`src/rtl/dmem_arbiter.sv`:
```
`timescale 1ns/1ps
// dmem_arbiter: round-robin arbiter letting two masters share one byte-addressed data memory.
// One transaction in flight: IDLE grants, ACCESS drives the memory, RESP returns data/err to the winner.
module dmem_arbiter #(
  parameter int AWIDTH = 8,
  parameter int DWIDTH = 32
) (
  input  logic              clk,
  input  logic              rst,
  input  logic              m0_req,
  input  logic              m0_we,
  input  logic [AWIDTH-1:0] m0_addr,
  input  logic [DWIDTH-1:0] m0_wdata,
  input  logic [1:0]        m0_size,
  input  logic              m0_uns,
  output logic              m0_gnt,
  output logic              m0_rvalid,
  output logic [DWIDTH-1:0] m0_rdata,
  output logic              m0_err,
  input  logic              m1_req,
  input  logic              m1_we,
  input  logic [AWIDTH-1:0] m1_addr,
  input  logic [DWIDTH-1:0] m1_wdata,
  input  logic [1:0]        m1_size,
  input  logic              m1_uns,
  output logic              m1_gnt,
  output logic              m1_rvalid,
  output logic [DWIDTH-1:0] m1_rdata,
  output logic              m1_err,
  output logic [AWIDTH-1:0] mem_addr,
  output logic [DWIDTH-1:0] mem_wdata,
  output logic              mem_wen,
  output logic [3:0]        mem_wmask,
  input  logic [DWIDTH-1:0] mem_rdata
);
  typedef enum logic [1:0] {IDLE = 2'd0, ACCESS = 2'd1, RESP = 2'd2} state_t;

  state_t            r_state;
  logic              r_last_grant;
  logic              r_port;
  logic              r_we;
  logic              r_uns;
  logic [1:0]        r_size;
  logic [AWIDTH-1:0] r_addr;
  logic [DWIDTH-1:0] r_wdata;
  logic              r_wen;
  logic [3:0]        r_wmask;
  logic              r_rvalid0;
  logic              r_rvalid1;
  logic              r_err0;
  logic              r_err1;
  logic [DWIDTH-1:0] r_rdata0;
  logic [DWIDTH-1:0] r_rdata1;

  logic              w_idle;
  logic              w_gnt0;
  logic              w_gnt1;
  logic              w_any;
  logic              w_sel_we;
  logic              w_sel_uns;
  logic [1:0]        w_sel_size;
  logic [AWIDTH-1:0] w_sel_addr;
  logic [DWIDTH-1:0] w_sel_wdata;
  logic [3:0]        w_sel_mask;
  logic              w_illegal;
  logic [DWIDTH-1:0] w_ext;
  logic              w_fire;
  logic              w_rport;
  logic              w_rerr;
  logic [DWIDTH-1:0] w_rdat;

  // Gated by rst so no grant can leak out while the FSM is being held in reset.
  assign w_idle = (r_state == IDLE) && !rst;
  assign w_gnt0 = w_idle && m0_req && (!m1_req || r_last_grant);
  assign w_gnt1 = w_idle && m1_req && (!m0_req || !r_last_grant);
  assign w_any  = w_gnt0 || w_gnt1;

  assign w_sel_we    = w_gnt1 ? m1_we    : m0_we;
  assign w_sel_uns   = w_gnt1 ? m1_uns   : m0_uns;
  assign w_sel_size  = w_gnt1 ? m1_size  : m0_size;
  assign w_sel_addr  = w_gnt1 ? m1_addr  : m0_addr;
  assign w_sel_wdata = w_gnt1 ? m1_wdata : m0_wdata;

  always_comb begin
    w_illegal  = 1'b0;
    w_sel_mask = 4'b0000;
    case (w_sel_size)
      2'b00: w_sel_mask = 4'b0001;
      2'b01: begin
        w_sel_mask = 4'b0011;
        w_illegal  = w_sel_addr[0];
      end
      2'b10: begin
        w_sel_mask = 4'b1111;
        w_illegal  = (w_sel_addr[1:0] != 2'b00);
      end
      default: w_illegal = 1'b1;
    endcase
  end

  always_comb begin
    w_ext = mem_rdata;
    case (r_size)
      2'b00:   w_ext = {{(DWIDTH-8){~r_uns & mem_rdata[7]}}, mem_rdata[7:0]};
      2'b01:   w_ext = {{(DWIDTH-16){~r_uns & mem_rdata[15]}}, mem_rdata[15:0]};
      default: w_ext = mem_rdata;
    endcase
  end

  // A response is launched either at the end of ACCESS or straight from IDLE for an illegal request.
  assign w_fire  = (r_state == ACCESS) || (w_any && w_illegal);
  assign w_rport = (r_state == ACCESS) ? r_port : w_gnt1;
  assign w_rerr  = (r_state != ACCESS);
  assign w_rdat  = ((r_state == ACCESS) && !r_we) ? w_ext : '0;

  always_ff @(posedge clk or posedge rst) begin
    if (rst) begin
      r_state      <= IDLE;
      r_last_grant <= 1'b1;
      r_port       <= 1'b0;
      r_we         <= 1'b0;
      r_uns        <= 1'b0;
      r_size       <= 2'b00;
      r_addr       <= '0;
      r_wdata      <= '0;
      r_wen        <= 1'b0;
      r_wmask      <= 4'b0000;
      r_rvalid0    <= 1'b0;
      r_rvalid1    <= 1'b0;
      r_err0       <= 1'b0;
      r_err1       <= 1'b0;
      r_rdata0     <= '0;
      r_rdata1     <= '0;
    end else begin
      r_wen     <= 1'b0;
      r_wmask   <= 4'b0000;
      r_rvalid0 <= 1'b0;
      r_rvalid1 <= 1'b0;
      case (r_state)
        IDLE: begin
          if (w_any) begin
            r_last_grant <= w_gnt1;
            r_port       <= w_gnt1;
            r_we         <= w_sel_we;
            r_uns        <= w_sel_uns;
            r_size       <= w_sel_size;
            r_addr       <= w_sel_addr;
            r_wdata      <= w_sel_wdata;
            if (w_illegal) begin
              r_state <= RESP;
            end else begin
              r_state <= ACCESS;
              r_wen   <= w_sel_we;
              r_wmask <= w_sel_we ? w_sel_mask : 4'b0000;
            end
          end
        end
        ACCESS:  r_state <= RESP;
        RESP:    r_state <= IDLE;
        default: r_state <= IDLE;
      endcase
      if (w_fire) begin
        r_rvalid0 <= !w_rport;
        r_rvalid1 <= w_rport;
        r_err0    <= !w_rport && w_rerr;
        r_err1    <= w_rport && w_rerr;
        r_rdata0  <= w_rport ? '0 : w_rdat;
        r_rdata1  <= w_rport ? w_rdat : '0;
      end
    end
  end

  assign m0_gnt    = w_gnt0;
  assign m1_gnt    = w_gnt1;
  assign m0_rvalid = r_rvalid0;
  assign m1_rvalid = r_rvalid1;
  assign m0_err    = r_err0;
  assign m1_err    = r_err1;
  assign m0_rdata  = r_rdata0;
  assign m1_rdata  = r_rdata1;
  assign mem_addr  = r_addr;
  assign mem_wdata = r_wdata;
  assign mem_wen   = r_wen;
  assign mem_wmask = r_wmask;
endmodule
```
`config.mk`:
```
export PLATFORM = sky130hd
export DESIGN_NAME = dmem_arbiter
export DESIGN_NICKNAME = d
export VERILOG_FILES = /design/src/rtl/dmem_arbiter.sv
export SDC_FILE = /design/constraint.sdc
export NUM_CORES = 1
export LEC_CHECK = 0
export ABC_AREA = 1
export CAP_MARGIN = 25
export CORE_MARGIN = 2
export CORE_UTILIZATION = 38
export CTS_CLUSTER_DIAMETER = 200
export CTS_CLUSTER_SIZE = 30
export DETAILED_ROUTE_END_ITERATION = 10
export HOLD_SLACK_MARGIN = 0.08
export PLACE_DENSITY = 0.76
export SYNTH_ARGS = -nofsm -noshare
export SYNTH_HDL_FRONTEND = slang
export SYNTH_SLANG_ARGS = --single-unit
export TNS_END_PERCENT = 1
```
`constraint.sdc`:
```
create_clock -name clk -period 3.1 [get_ports clk]
set_clock_uncertainty 0.15 [all_clocks]
set_input_delay 0.465 -clock clk [delete_from_list [all_inputs] [get_ports clk]]
set_output_delay 0.465 -clock clk [all_outputs]
set_load 0.02 [all_outputs]
```
==> flow_metrics.tcl, run 1 <==
set metrics [dict create \
    cts_root_buf "clkbuf_16" \
    fin_cells 1084 \
    synth_top_family_by_area "simple AND/OR/NAND/NOR gates" \
    synthTopCellsByArea "dfrtp_1, nand2_1, nand3_1" \
    syn_to_final_growth_pct 56.54 \
    dr.pass1.iters 4 \
    cts_max_level 4 \
    synth-xor-area-share_pct 0 \
    rr_worst_depth 15 \
    pwr_density_cell_nw_per_um2 903.1 \
    stdcell_area_sq_um 8563 \
    ys_top_cells_by_count "nand2_1, dfrtp_1, nand3_1, nor2_1, inv_1" \
    cts_hold_buf 0 \
    synthesis.nets 793 \
    cts_made_buffers 17 \
    grt_pass1_vias 4977 \
    finalCritPeriodShare_pct 87.19 \
    holdPathStages 2 \
    initial_core_util_pct 39.11 \
    io_pins 239 \
    period_minus_slack_ns 2.703 \
    crit_top_cell "clkdlybuf4s50_1" \
    cp_slowest_cell "clkdlybuf4s50_1" \
    synth.cell_area_sq_um 5470 \
    holdWs_ns 0.3450 \
    gr-usage-all-layers_pct 21.32 \
    postCtsSetupRepairBufs 0 \
    cap_violations 0 \
    post-route-drc-count 0 \
    synthMuxAreaShare_pct 0 \
    nets 1020 \
    ant_nets 0 \
    cp_cell_sequence "clkdlybuf4s50_1 -> nor2_1 -> nand2_1 -> a21oi_2 -> clkdlybuf4s50_1" \
    place_area_sq_um 8009 \
    drt_iter0_drc 228 \
    insertion_delay_ns 0.40 \
    slew_headroom_pct 47.54 \
    cpPeakStageDelay_ns 0.68 \
    crit_type "in -> out" \
    irDropWorstVdd_uv 400.7 \
    dp_cells 1052 \
    clk_pin_slew_worst_paths_ns 0.05 \
    die-area_sq_um 15370 \
    cts.sinks 120 \
    tightest_slew_ns 0.7870 \
    synthDistinctLibCells 26 \
    clockBufferDepth 2 \
    ys_seq_area_share_pct 54.92 \
    synthCells 665 \
    numPortBuffers 238 \
    synth_compound_area_share_pct 8.234 \
    slew_viol_final 0 \
    drive_above_1_share_pct 7.412 \
    startpoint_type "primary input" \
    r2r_slack_ns 0.60 \
    synth_edf_count 0 \
    antenna_found_initial 0 \
    cts_resized 0 \
    fill_cells 1255 \
    setup_viol 0 \
    yosys.area_share.adder_pct 0.9149 \
    synth_most_common_cell "nand2_1" \
    p_leak_nw 4.119 \
    gp_congestion 0.8281 \
    outcome "complete, no violations" \
    cts_tree "built" \
    hp-class "reg -> reg" \
    rsz0062_at_grt "no" \
    die_h_um 124.0 \
    coreArea_sq_um 13990 \
    vias_per_cell 4.803 \
    diodes 0 \
    rows 43 \
    synth_top_area_cell "dfrtp_1" \
    post-dp-hpwl_um 11200 \
    synth.avg_cell_area_sq_um 8.226 \
    grt_max_degree 81 \
    ys.warnings.count 0 \
    max_freq_ghz 0.3700 \
    crit_arrival_ns 2.09 \
    end_kind "output port" \
    final_util_pct 61.22 \
    critPathRequiredTime_ns 2.48 \
    fin_tns_setup_ns 0 \
    synth_top_area_share_pct 54.44 \
    wl_um 15940 \
    wl_per_cell_um 14.71 \
    vias 5206 \
    async_flop_share_pct 100.0 \
    synth-simple-area-share_pct 28.89 \
    ys.flop_type "dfrtp_1" \
    critPathMaxFanout 3 \
    die_x_um 124.0 \
    grt.overflow.total 0 \
    grt_pass1_wl_um 25020 \
    finalHoldViolations 0 \
    ys_ff_latch 120 \
]
==> layer usage <==
layer	vias to the layer above	global-route usage [%]	wire length, um
li1	2577	-	-
met1	2379	25.54	6333
met2	231	35.65	7776
met3	19	7.921	1606
met4	0	6.882	225
met5	-	0	0
==> flip-flops by register name (all words and copies together), names as in the netlist <==
name          count
m1_rvalid         1
m0_err            1
m0_rdata         32
mem_wmask         3
r_state           2
m1_err            1
m1_rdata         32
r_size            2
mem_wen           1
r_we              1
mem_addr          8
r_uns             1
mem_wdata        32
r_port            1
r_last_grant      1
m0_rvalid         1
==> power breakdown <==
part / internal, mW / switching [mW]
clock: 1.07 / 0.674
combinational: 1.52 / 1.91
sequential: 2.17 / 0.384
==> stage by stage <==
stage | worst slack (ns) | power, mW
CTS | 0.3705 | 7.826
floorplan | 0.02534 | 4.350
detailed placement | 0.1708 | 6.050
global route | 0.2205 | 8.197
finish | 0.3970 | 7.734
global placement | 0.2235 | 5.995
==> cell families after synthesis <==
kind of cell / after synthesis
DFF: 120
AOI/OAI and AO/OA: 78
buffers and inverters: 90
adders and majority gates: 4
and+or+nand+nor: 373
==> final timing paths <==
check	from	end
max	rst	m0_gnt
min	m0_rdata[29]	m0_rdata[29]
max reg2reg	r_last_grant	m1_rdata[4]
min reg2reg	m0_rdata[29]	m0_rdata[29]
max in group asynchronous	rst	m1_rdata[7]
min in group asynchronous	rst	mem_wmask[2]
==> layout make-up <==
class / count / area [sq um] / area share, %
well taps: 180 / 225.2 / 2.630
inverters: 47 / 181.4 / 2.119
clock inverters: 8 / 48.80 / 0.5698
multi-input cells: 455 / 2088 / 24.39
repair buffers: 251 / 2537 / 29.63
flip-flops and latches: 120 / 3004 / 35.08
clock buffers: 23 / 478.0 / 5.582
==> worst max-delay path, delay by kind of cell <==
family / cells / cell delay, ns
buffers and inverters: 2 / 1.14
AOI/OAI and AO/OA: 1 / 0.20
and+or+nand+nor: 2 / 0.28
==> cell usage in the layout (no fill, tap or decap), types with 2 or more instances in the layout <==
cell	count
clkbuf_16	17
inv_4	2
buf_12	3
inv_1	44
clkinv_2	5
ha_1	4
nand3_1	58
nand3_2	11
clkbuf_1	3
nand2_1	240
buf_4	9
dfrtp_1	119
clkinvlp_4	2
clkdlybuf4s50_1	238
or2_2	2
clkbuf_8	3
nor2_1	54
nor2_2	2
a31oi_1	40
o21ai_0	9
nand2_2	4
a21oi_1	26
(Power assumes the default switching activity.)
==> run 2, diff against run 1 <==
--- a/config.mk
+++ b/config.mk
@@ -5,10 +5,9 @@
 export SDC_FILE = /design/constraint.sdc
 export NUM_CORES = 1
 export LEC_CHECK = 0
-export ABC_AREA = 1
 export CAP_MARGIN = 25
 export CORE_MARGIN = 2
-export CORE_UTILIZATION = 38
+export CORE_UTILIZATION = 37
 export CTS_CLUSTER_DIAMETER = 200
 export CTS_CLUSTER_SIZE = 30
 export DETAILED_ROUTE_END_ITERATION = 10
==> flow_metrics.tcl, run 2 <==
set metrics [dict create \
    outcome "complete, no violations" \
    cap_violations 0 \
    min_from "r_last_grant" \
    ys.flop_type "dfrtp_1" \
    drive_above_1_share_pct 9.946 \
    seq_area_sq_um 3004 \
    antenna_found_initial 0 \
    multi_input_area_sq_um 1933 \
    final_common_cell "clkdlybuf4s50_1" \
    post-dp-hpwl_um 11120 \
    diodes 0 \
    stdcell_area_sq_um 8489 \
    synthCells 478 \
    wl_per_cell_um 17.25 \
    period_minus_slack_ns 2.952 \
    switching_power_mw 2.858 \
    die-area_sq_um 14680 \
    holdWs_ns 0.3145 \
    hp-class "reg -> reg" \
    pwr_density_cell_nw_per_um2 952.7 \
    ys_top_cells_by_count "dfrtp_1, nand2_1, nor2_1, a31oi_1, a22o_1" \
    ys_ff_latch 120 \
    r2r_start "r_state[0]" \
    cts_hold_buf 0 \
    insertion_delay_ns 0.41 \
    fill_cells 1066 \
    startpoint_type "primary input" \
    numPortBuffers 238 \
    end_kind "register" \
    p_clk_share_pct 25.9 \
    grt.overflow.total 0 \
    slew_headroom_pct 55.25 \
    crit_arrival_ns 3.14 \
    wl_um 15700 \
    synth_top_area_cell "dfrtp_1" \
    internal_power_mw 5.230 \
    max_freq_ghz 0.3387 \
    synth_top_area_share_pct 58.64 \
    dr.pass1.iters 4 \
    critPathRequiredTime_ns 3.29 \
    finalHoldViolations 0 \
    clockBufferDepth 2 \
    place_ws_ns -0.3963 \
    rows 42 \
    synth.cell_area_sq_um 5079 \
    irDropWorstVdd_uv 447.7 \
    critPathLaunch "rst" \
    swShare_pct 35.33 \
    ant_nets 0 \
    final_util_pct 63.60 \
    vias_per_cell 5.223 \
    pwr-share-seq_pct 31.5 \
    die_x_um 121.2 \
    mostFrequentLayoutCells "clkdlybuf4s50_1, dfrtp_1, nand2_1, nor2_1, a31oi_1" \
    grt_pass1_wl_um 24690 \
    coreArea_sq_um 13350 \
    synthTopCellsByArea "dfrtp_1, nand2_1, a32o_1" \
    ys_seq_area_share_pct 59.15 \
    crit_type "in -> reg" \
    clk_pin_slew_worst_paths_ns 0.06 \
    cts_root_buf "clkbuf_16" \
    grt_max_degree 67 \
    critPathMaxFanout 28 \
    cts.sinks 120 \
    place_area_sq_um 7770 \
    vias 4753 \
    synthDistinctLibCells 34 \
    syn_to_final_growth_pct 67.16 \
    synth.avg_cell_area_sq_um 10.62 \
    grt_pass1_vias 5033 \
    synth_most_common_cell "dfrtp_1" \
    finalCritPeriodShare_pct 95.24 \
    cts_made_buffers 17 \
    initial_core_util_pct 38.05 \
    cts_max_level 4 \
    synthesis.nets 606 \
    setup_viol 0 \
    slew_viol_final 0 \
    comb_power_share_pct 42.6 \
    gp_congestion 0.8101 \
    post-route-drc-count 0 \
    nets 849 \
    ys.warnings.count 0 \
    io_pins 239 \
    fin_ws_ns 0.1476 \
    die_h_um 121.2 \
    tightest_slew_ns 0.6698 \
    gr-usage-all-layers_pct 21.68 \
    async_flop_share_pct 100.0 \
    p_leak_nw 3.667 \
    drt_iter0_drc 259 \
    cts_tree "built" \
    synth_edf_count 0 \
]
-- run 2: changes by cell type after synthesis, moves of 17 or more --
cell      change
nand3_1      -56
nand2b_1     +17
nand2_1     -151
a32o_1       +32
inv_1        -38
a22o_1       +34
-- run 2: final timing paths --
check / endpoint / slack (ns) / depth (start not counted)
worst max register to register: m0_rdata[20] / 0.24 / 13
worst min register to register: r_last_grant / 0.31 / 2
worst max-delay path: m0_rdata[20] / 0.15 / 14
max in group asynchronous: mem_wdata[4] / 1.62 / 3
worst min-delay path: r_last_grant / 0.31 / 2
min in group asynchronous: mem_addr[0] / 0.38 / 2
-- run 2: cell families after synthesis --
family	synth area share (%)
adder cells (fa/ha/maj)	0.9855
buffers and inverters	4.040
flip-flops	59.15
multiplexers	0.5913
AND/OR/NAND/NOR	13.72
AO/OA/AOI/OAI	21.51
-- run 2: repair_timing --
action,in CTS,in global routing
setup buffers,0,1
endpoints found under the setup margin,0,66
resized for setup,0,9
-- run 2: power by group through the flow --
stage,Clock [mW],Sequential (mW),Combinational [mW]
6_report,2.10,2.55,3.44
5_1_grt,2.22,2.62,3.68
4_1_cts,2.14,2.55,3.41
3_5_place_dp,0,2.56,3.40
3_3_place_gp,0,2.54,3.33
2_1_floorplan,0,3.14,1.08
-- run 2: per-stage QoR --
step                cells  setup TNS (ns)  power [mW]
finish                910               0       8.088
detailed placement    875          -23.58       5.958
CTS                   907               0       8.108
global route          910        -0.06559       8.528
floorplan             478        -0.02267       4.221
global placement      875          -16.07       5.872
-- run 2: worst max-delay path, stage by stage --
cell	delay, ns
clkdlybuf4s50_1	0.46
nor3_1	0.16
buf_4	0.16
nand3_4	0.09
clkinv_1	0.08
mux2i_1	0.25
inv_1	0.11
ha_1	0.23
nor3_4	0.23
nor2_2	0.11
a221oi_4	0.25
buf_4	0.19
buf_12	0.18
a22o_1	0.17
-- run 2: area by class of cell --
cell class | count | area share (%)
Sequential cell | 120 | 35.39
Timing Repair Buffer | 264 | 31.38
Multi-Input combinational cell | 311 | 22.77
Clock buffer | 21 | 5.542
Tap cell | 176 | 2.594
Clock inverter | 11 | 1.975
Inverter | 7 | 0.3537
-- run 2: layer usage --
metal	wire, um	track usage, %
met3	1248	7.895
met2	7895	36.31
met1	6178	24.82
met4	380	9.698
met5	0	0
==> run 3, diff against run 2 <==
==> constraint.sdc (replaced) <==
create_clock -name clk -period 3.1 [get_ports clk]
set_clock_uncertainty 0.15 [all_clocks]
set_input_delay 0.465 -clock clk [delete_from_list [all_inputs] [get_ports clk]]
set_output_delay 0.465 -clock clk [all_outputs]
set_load 0.005 [all_outputs]
==> flow_metrics.tcl, run 3 (same netlist as run 2, synthesis figures left out) <==
set metrics [dict create \
    syn_to_final_growth_pct 69.18 \
    clockBufferDepth 2 \
    tightest_slew_ns 0.6697 \
    fin_cells 913 \
    io_pins 239 \
    holdWs_ns 0.3205 \
    stdcell_area_sq_um 8592 \
    dp_cells 875 \
    fin_tns_setup_ns 0 \
    grt.overflow.total 0 \
    grt_max_degree 73 \
    cpPeakStageDelay_ns 0.54 \
    slew_headroom_pct 55.35 \
    cp_num_buf_inv 6 \
    crit_type "in -> reg" \
    period_minus_slack_ns 2.992 \
    clk_pin_slew_worst_paths_ns 0.06 \
    cap_violations 0 \
    wl_per_cell_um 17.70 \
    cts_root_buf "clkbuf_16" \
    ant_nets 0 \
    fin_ws_ns 0.1081 \
    finalPower_mw 7.699 \
    post-dp-hpwl_um 10990 \
    route.met3.wl_um 1300 \
    drt_iter0_drc 272 \
    drt-met1-wl_um 6388 \
    crit_arrival_ns 3.18 \
    gp_congestion 0.8147 \
    antenna_found_initial 0 \
    cp_slowest_cell "clkdlybuf4s50_1" \
    final_util_pct 64.37 \
    hp-class "reg -> reg" \
    pwr_density_cell_nw_per_um2 896.0 \
    p_clk_share_pct 29.3 \
    comb_power_share_pct 37.7 \
    rsz0062_at_grt "yes" \
    critPathMaxFanout 14 \
    place_ws_ns -0.4021 \
    cts_made_buffers 17 \
    internal_power_mw 5.406 \
    initial_core_util_pct 38.05 \
    p_leak_nw 3.711 \
    end_kind "register" \
    dr.pass1.iters 4 \
    numPortBuffers 238 \
    final_common_cell "clkdlybuf4s50_1" \
    setup_viol 0 \
    r2r_start "r_state[0]" \
    insertion_delay_ns 0.41 \
    cts_max_level 4 \
    die_x_um 121.2 \
    critPathTopFamily "buffers and inverters" \
    wl_met2_um 8232 \
    grt_pass1_wl_um 25570 \
    post-route-drc-count 0 \
    vias 4766 \
    gr-usage-all-layers_pct 22.54 \
    crit_top_cell "buf_4" \
    drive_above_1_share_pct 10.58 \
    outcome "complete, no violations" \
    wl_um 16160 \
    finalHoldViolations 0 \
    cts.sinks 120 \
    cp_cell_sequence "clkdlybuf4s50_1 -> nor3_2 -> buf_4 -> nand3_4 -> clkinv_1 -> mux2i_2 -> buf_4 -> ha_2 -> a211oi_2 -> nor2_2 -> a221oi_4 -> buf_6 -> buf_12 -> a22o_1" \
    swShare_pct 29.78 \
    grt_pass1_vias 5026 \
    critPathRequiredTime_ns 3.29 \
    pwr-share-seq_pct 33.1 \
    coreArea_sq_um 13350 \
    place_area_sq_um 7770 \
    mostFrequentLayoutCells "clkdlybuf4s50_1, dfrtp_1, nand2_1, nor2_1, a31oi_1" \
    rows 42 \
    nets 852 \
    irDropWorstVdd_uv 370.7 \
    critPathLaunch "rst" \
    die_h_um 121.2 \
    startpoint_type "primary input" \
    min_from "r_last_grant" \
    switching_power_mw 2.293 \
    topRoutingLayerUsed "met4" \
    cts_tree "built" \
    die-area_sq_um 14680 \
    slew_viol_final 0 \
    finalCritPeriodShare_pct 96.51 \
    max_freq_ghz 0.3342 \
    vias_per_cell 5.220 \
    diodes 0 \
]
## run 3: area by class of cell
type | instances | area, sq um
inverters | 7 | 30.03
flip-flops and latches | 120 | 3004
clock inverters | 12 | 221.5
multi-input cells | 311 | 1942
clock buffers | 20 | 456.7
repair buffers | 267 | 2718
fillers | 1067 | 4756
well taps | 176 | 220.2
## run 3: final timing paths
path,endpoint,slack [ns],cells after the start
min reg2reg,r_last_grant,0.32,2
min,r_last_grant,0.32,2
max,m0_rdata[31],0.11,14
max reg2reg,m0_rdata[31],0.18,13
max in group asynchronous,mem_wdata[4],1.61,3
min in group asynchronous,m0_err,0.39,2
## run 3: timing repair
item	CTS	global route
pin swaps	1	3
hold buffers	0	0
resized for setup	3	12
hold endpoints to repair	0	0
gates cloned	1	1
setup buffers	1	2
setup endpoints to repair	19	67
## run 3: routing by layer
metal | global-route usage (%) | vias to the layer above
li1 | - | 2219
met1 | 26.07 | 2324
met2 | 39.47 | 204
met3 | 7.378 | 19
met4 | 7.184 | 0
met5 | 0 | -
## run 3: power groups by stage
stage | Combinational [mW] | Sequential, mW | Clock, mW
after CTS | 2.86 | 2.55 | 2.29
after global routing | 3.12 | 2.62 | 2.37
final | 2.90 | 2.55 | 2.25
after floorplan | 1.08 | 2.53 | 0
after detailed placement | 2.77 | 2.55 | 0
after global placement | 2.70 | 2.54 | 0
## run 3: worst min-delay path, delay by kind of cell (launching register included)
family	cells	cell delay [ns]
flip-flops	1	0.38
AND/OR/NAND/NOR	2	0.09
